## src/rtl/uart_tx.sv

```systemverilog
// 8N1 UART transmitter with a small byte FIFO in front of the shift engine.
// The line idles high, and each frame is a start bit, eight data bits sent LSB first, then a stop bit.
module uart_tx #(
  parameter int BaudRate       = 115200,
  parameter int ClockSpeed_MHz = 100,
  parameter int FifoDepth      = 4
) (
  input  logic                               clk,
  input  logic                               rst_n,
  input  logic [7:0]                         in_data,
  input  logic                               in_valid,
  output logic                               in_ready,
  output logic                               tx_serial,
  output logic                               tx_busy,
  output logic [$clog2(FifoDepth+1)-1:0]     fifo_count
);

  localparam int BAUD_COUNTER_MAX = ClockSpeed_MHz * 1_000_000 / BaudRate;
  localparam int CNT_W = (BAUD_COUNTER_MAX > 1) ? $clog2(BAUD_COUNTER_MAX) : 1;
  localparam int FC_W  = $clog2(FifoDepth + 1);
  localparam int PTR_W = (FifoDepth > 1) ? $clog2(FifoDepth) : 1;
  localparam logic [CNT_W-1:0] CNT_LAST = CNT_W'(BAUD_COUNTER_MAX - 1);

  typedef enum logic [1:0] {IDLE, START, DATA, STOP} state_t;

  // ---------------- FIFO ----------------
  logic [7:0]       mem [FifoDepth];
  logic [PTR_W-1:0] wr_ptr, rd_ptr;
  logic [FC_W-1:0]  count_q;
  logic             full, empty, push, pop;

  assign full     = (count_q == FC_W'(FifoDepth));
  assign empty    = (count_q == '0);
  assign in_ready = !full;
  assign push     = in_valid && !full;

  // NOTE: storage is not reset; a flush only needs the pointers and count cleared.
  always_ff @(posedge clk) begin
    if (push) mem[wr_ptr] <= in_data;
  end

  always_ff @(posedge clk or negedge rst_n) begin
    if (!rst_n) begin
      wr_ptr  <= '0;
      rd_ptr  <= '0;
      count_q <= '0;
    end else begin
      if (push) wr_ptr <= wr_ptr + PTR_W'(1);
      if (pop)  rd_ptr <= rd_ptr + PTR_W'(1);
      case ({push, pop})
        2'b10:   count_q <= count_q + FC_W'(1);
        2'b01:   count_q <= count_q - FC_W'(1);
        default: count_q <= count_q;
      endcase
    end
  end

  // ---------------- Shift engine ----------------
  state_t           state_q, state_d;
  logic [CNT_W-1:0] cnt_q, cnt_d;
  logic [7:0]       shift_q, shift_d;
  logic [2:0]       idx_q, idx_d;
  logic             tx_q, tx_d;

  // NOTE: sequential state uses non-blocking assignments so every register samples pre-edge values.
  always_ff @(posedge clk or negedge rst_n) begin
    if (!rst_n) begin
      state_q <= IDLE;
      cnt_q   <= '0;
      shift_q <= '0;
      idx_q   <= '0;
      tx_q    <= 1'b1;
    end else begin
      state_q <= state_d;
      cnt_q   <= cnt_d;
      shift_q <= shift_d;
      idx_q   <= idx_d;
      tx_q    <= tx_d;
    end
  end

  // NOTE: every output of this block gets a default first, so no path can infer a latch.
  always_comb begin
    state_d = state_q;
    cnt_d   = cnt_q;
    shift_d = shift_q;
    idx_d   = idx_q;
    tx_d    = tx_q;
    pop     = 1'b0;
    case (state_q)
      IDLE: begin
        tx_d  = 1'b1;
        cnt_d = '0;
        if (!empty) begin
          pop     = 1'b1;
          shift_d = mem[rd_ptr];
          tx_d    = 1'b0;
          state_d = START;
        end
      end
      START: begin
        if (cnt_q == CNT_LAST) begin
          cnt_d   = '0;
          tx_d    = shift_q[0];
          idx_d   = '0;
          state_d = DATA;
        end else begin
          cnt_d = cnt_q + CNT_W'(1);
        end
      end
      DATA: begin
        if (cnt_q == CNT_LAST) begin
          cnt_d = '0;
          if (idx_q != 3'd7) begin
            shift_d = {1'b0, shift_q[7:1]};
            tx_d    = shift_q[1];
            idx_d   = idx_q + 3'd1;
          end else begin
            tx_d    = 1'b1;
            state_d = STOP;
          end
        end else begin
          cnt_d = cnt_q + CNT_W'(1);
        end
      end
      STOP: begin
        if (cnt_q == CNT_LAST) begin
          cnt_d = '0;
          // A queued byte starts its frame straight out of the stop bit, without returning to IDLE.
          if (!empty) begin
            pop     = 1'b1;
            shift_d = mem[rd_ptr];
            tx_d    = 1'b0;
            state_d = START;
          end else begin
            state_d = IDLE;
          end
        end else begin
          cnt_d = cnt_q + CNT_W'(1);
        end
      end
      default: begin
        state_d = IDLE;
        cnt_d   = '0;
        tx_d    = 1'b1;
      end
    endcase
  end

  assign tx_serial  = tx_q;
  assign fifo_count = count_q;
  assign tx_busy    = (state_q != IDLE) || (count_q != '0);

endmodule

```

## config.mk

```make
export PLATFORM = sky130hd
export DESIGN_NAME = uart_tx
export DESIGN_NICKNAME = d
export VERILOG_FILES = /design/src/rtl/uart_tx.sv
export SDC_FILE = /design/constraint.sdc
export NUM_CORES = 1
export LEC_CHECK = 0
export CAP_MARGIN = 20
export CORE_UTILIZATION = 59
export CTS_CLUSTER_SIZE = 20
export DETAILED_ROUTE_END_ITERATION = 8
export GPL_TIMING_DRIVEN = 0
export PLACE_DENSITY_LB_ADDON = 0.12
export REMOVE_ABC_BUFFERS = 1
export SYNTH_ARGS = -nofsm -noshare
export SYNTH_HDL_FRONTEND = slang
export SYNTH_SLANG_ARGS = --single-unit
```

## constraint.sdc

```tcl
create_clock -name clk -period 3.1 [get_ports clk]
set_input_delay 0.31 -clock clk [delete_from_list [all_inputs] [get_ports clk]]
set_output_delay 0.31 -clock clk [all_outputs]
set_load 0.005 [all_outputs]
```

==> summary.md <==
| Metric | Value |
|---|---|
| Run status | complete, no violations |
| Final nets | 247 |
| #FFs+latches synth | 63 |
| Routed vias/inst | 5.82 |
| Sequential Power Share | 41.6% |
| Worst path arrival time | 2.74 ns |
| Vias in the first global route | 1732 |
| Gp weighted congestion | 0.907 |
| Post-Syn Instances | 199 |
| Initial Util | 61.9% |
| Crit-path max FO | 5 |
| NetSw | 0.00105 W |
| Final hold vios | 0 |
| Die H | 72.7 µm |
| Layout cells sized above 1 | 19.4% |
| CTS Buf Count | 9 |
| CTS clk-pin slew, worst paths | 0.07 ns |
| Setup crit end kind | flop |
| WL final | 5010 µm |
| Placed Instances | 278 |
| Hold-fix buffers, CTS | 0 |
| Max clock buf depth | 2 |
| Max-cap violations | 0 |
| Drt pass-1 iters | 4 |
| Synth unique cells | 39 |
| RSZ-0062 raised after global routing | false |
| Wire per inst | 17.0 µm |
| CTS resizes | 0 |
| Initial DRC Count | 98 |
| Critical path class | reg -> reg |
| Layout Utilization | 70.7% |
| Reg2Reg Capture Point | fifo_count[1]$_DFFE_PN0P_ |
| Mapped Avg Cell Area | 14.8 µm² |
| FF-to-FF Start | cnt_q[0]$_DFF_PN0_ |
| Root buffer cell | clkbuf_8 |
| Setup bufs post-CTS | 0 |
| Total power draw | 0.00325 W |
| Combinational share of power | 38.0% |
| DRC | 0 |
| Number of buffers added on ports | 16 |
| Top Ports | 17 |
| Die Wd | 72.7 µm |
| DRT antenna net count | 0 |
| Syn. warnings | 0 |
| VDD IR max | 804 µV |
| Max Fclk | 396 MHz |
| Worst endpoint required time | 3.31 ns |
| Sequential fraction of the synthesis area | 59.0% |
| Number of antenna violations at the first check in global routing | 0 |
| Die area | 5280 µm² |
| Clock tree sinks | 63 |
| Via Count | 1710 |
| Fin cells | 294 |
| Pwr dens | 966 nW/µm² |
| Multi-input gate area | 1150 µm² |
| Final setup fails | 0 |
| Most frequent cells in the layout | 32 x edfxtp_1, 30 x dfrtp_1, 17 x nor2_1 |
| Clock skew | 0.0101 ns |
| First-pass GRT wire length | 8280 µm |
| TNS Setup | 0 ns |
| Fin crit share | 81.5% |
| H-Tree Depth | 3 |
| Core Region | 4750 µm² |
| Synthesized cell area | 2950 µm² |
| Total GRT Usage | 22.0% |
| Lkg Pwr | 1.35 nW |
| HP Class | in -> async |
| Synth-to-Final Area Change | 14.1% |
| Largest net degree at the start of global routing | 21 |
| Layout fillers | 330 |
| Relative slew margins | 53.7% |
| Grt total ovfl | 0 |
| Row count | 25 |
| Minimum clock period | 2.53 ns |
| Internal | 0.00220 W |
| Commonest non-fill, non-tap cell in the layout | edfxtp_1 |
| Slew @ Worst Pin | 0.692 ns |
| Register area | 1740 µm² |
| Sw Ratio | 32.2% |
| Max Slew Vio Count | 0 |
| Reg2reg setup slack | 0.57 ns |
| Worst setup SP type | flop |
| CTS tree | yes |
| Post-DP HPWL | 3530 µm |
| R2R depth | 7 |
| Diode count | 0 |
| Clk Latency, worst-skew pair | 0.33 ns |
| Clock power frac | 20.4% |
-- metal layers --
metal	routed length [µm]	vias up	share of wire (%)	global-route usage, %
met2	2470	53	49	33.5
met1	2210	864	44	29.3
met4	102	0	2.0	12.0
li1	-	782	-	-
met5	0	-	0	0
met3	222	11	4.4	5.25
-- Yosys cell counts --
cell type	number	share of area, %
a211oi_1	1	0.25
a21boi_1	1	0.25
a21oi_1	2	0.34
a22oi_1	3	0.76
a32oi_1	2	0.59
a41oi_1	1	0.30
and2_1	3	0.64
and3_1	5	1.1
and3_4	1	0.38
and4bb_4	1	0.55
buf_6	2	0.76
clkbuf_1	3	0.38
dfrtp_1	30	25
dfstp_2	1	0.89
edfxtp_1	32	33
fa_1	1	0.68
ha_1	13	5.5
inv_1	7	0.89
mux2_1	2	0.76
mux2_2	9	3.4
mux2_4	8	4.1
mux4_2	8	6.1
nand2_1	6	0.76
nand2b_1	1	0.21
nand3_1	6	1.0
nand4_1	3	0.64
nor2_1	17	2.2
nor2b_1	2	0.42
nor3_1	2	0.34
nor3_2	2	0.68
nor3b_2	1	0.42
nor4b_2	1	0.51
o211ai_1	1	0.25
o21ai_0	3	0.51
o221a_1	1	0.38
o221ai_1	1	0.30
or3_1	2	0.42
xnor2_1	6	1.8
xor2_1	8	2.4
-- worst max-delay path by stage --
stage                       start                        end  slack, ns
2_1_floorplan  cnt_q[0]$_DFF_PN0_  fifo_count[2]$_DFFE_PN0P_       0.82
4_1_cts        cnt_q[0]$_DFF_PN0_  fifo_count[1]$_DFFE_PN0P_       0.58
3_5_place_dp   cnt_q[0]$_DFF_PN0_  fifo_count[1]$_DFFE_PN0P_       0.60
6_report       cnt_q[0]$_DFF_PN0_  fifo_count[1]$_DFFE_PN0P_       0.57
5_1_grt        cnt_q[0]$_DFF_PN0_  fifo_count[1]$_DFFE_PN0P_       0.47
3_3_place_gp   cnt_q[0]$_DFF_PN0_  fifo_count[1]$_DFFE_PN0P_       0.64
-- worst max-delay path: stages, from the launching register on --
cell	delay, ns
dfrtp_1	0.42
ha_1	0.28
nor3b_2	0.28
a41oi_1	0.23
nor3_2	0.27
ha_1	0.25
fa_1	0.42
mux2_2	0.27
-- power groups by stage --
stage	Sequential (W)	Clock, W	Combinational, W
finish	0.00135	0.000664	0.00123
global route	0.00138	0.000708	0.00134
CTS	0.00136	0.000674	0.00124
detailed placement	0.00137	0	0.00124
global placement	0.00135	0	0.00118
floorplan	0.00131	0	0.000953
-- sequential cells by signal (all words and copies together), names as in the netlist --
| name | count |
|---|---|
| mem | 32 |
| cnt_q | 10 |
| shift_q | 8 |
| fifo_count | 3 |
| idx_q | 3 |
| rd_ptr | 2 |
| state_q | 2 |
| wr_ptr | 2 |
| tx_serial | 1 |
-- area by class of cell --
| type | instances | share of cell area, % |
|---|---|---|
| timing repair buffer | 17 | 5.58 |
| tap | 67 | 2.49 |
| inverter | 7 | 0.782 |
| sequential | 63 | 51.7 |
| multi-input combinational | 124 | 34.1 |
| clock inverter | 2 | 1.04 |
| clock buffer | 14 | 4.24 |
-- through the flow --
step / setup WS (ns) / hold slack (ns) / cell area, µm²
2_1_floorplan: 0.823 / 0.0144 / 2910
3_3_place_gp: 0.637 / 0.486 / 3160
3_5_place_dp: 0.596 / 0.498 / 3180
4_1_cts: 0.578 / 0.406 / 3360
5_1_grt: 0.475 / 0.432 / 3360
6_report: 0.573 / 0.389 / 3360
-- cell families after synthesis --
group,share of synthesized area [%]
flops,59.0
simple gates,10.2
fa+ha+maj,6.20
xor+xnor,4.16
mux,14.4
compound gates,3.95
buf+inv,2.04
Power figures use the tool's default switching activity.
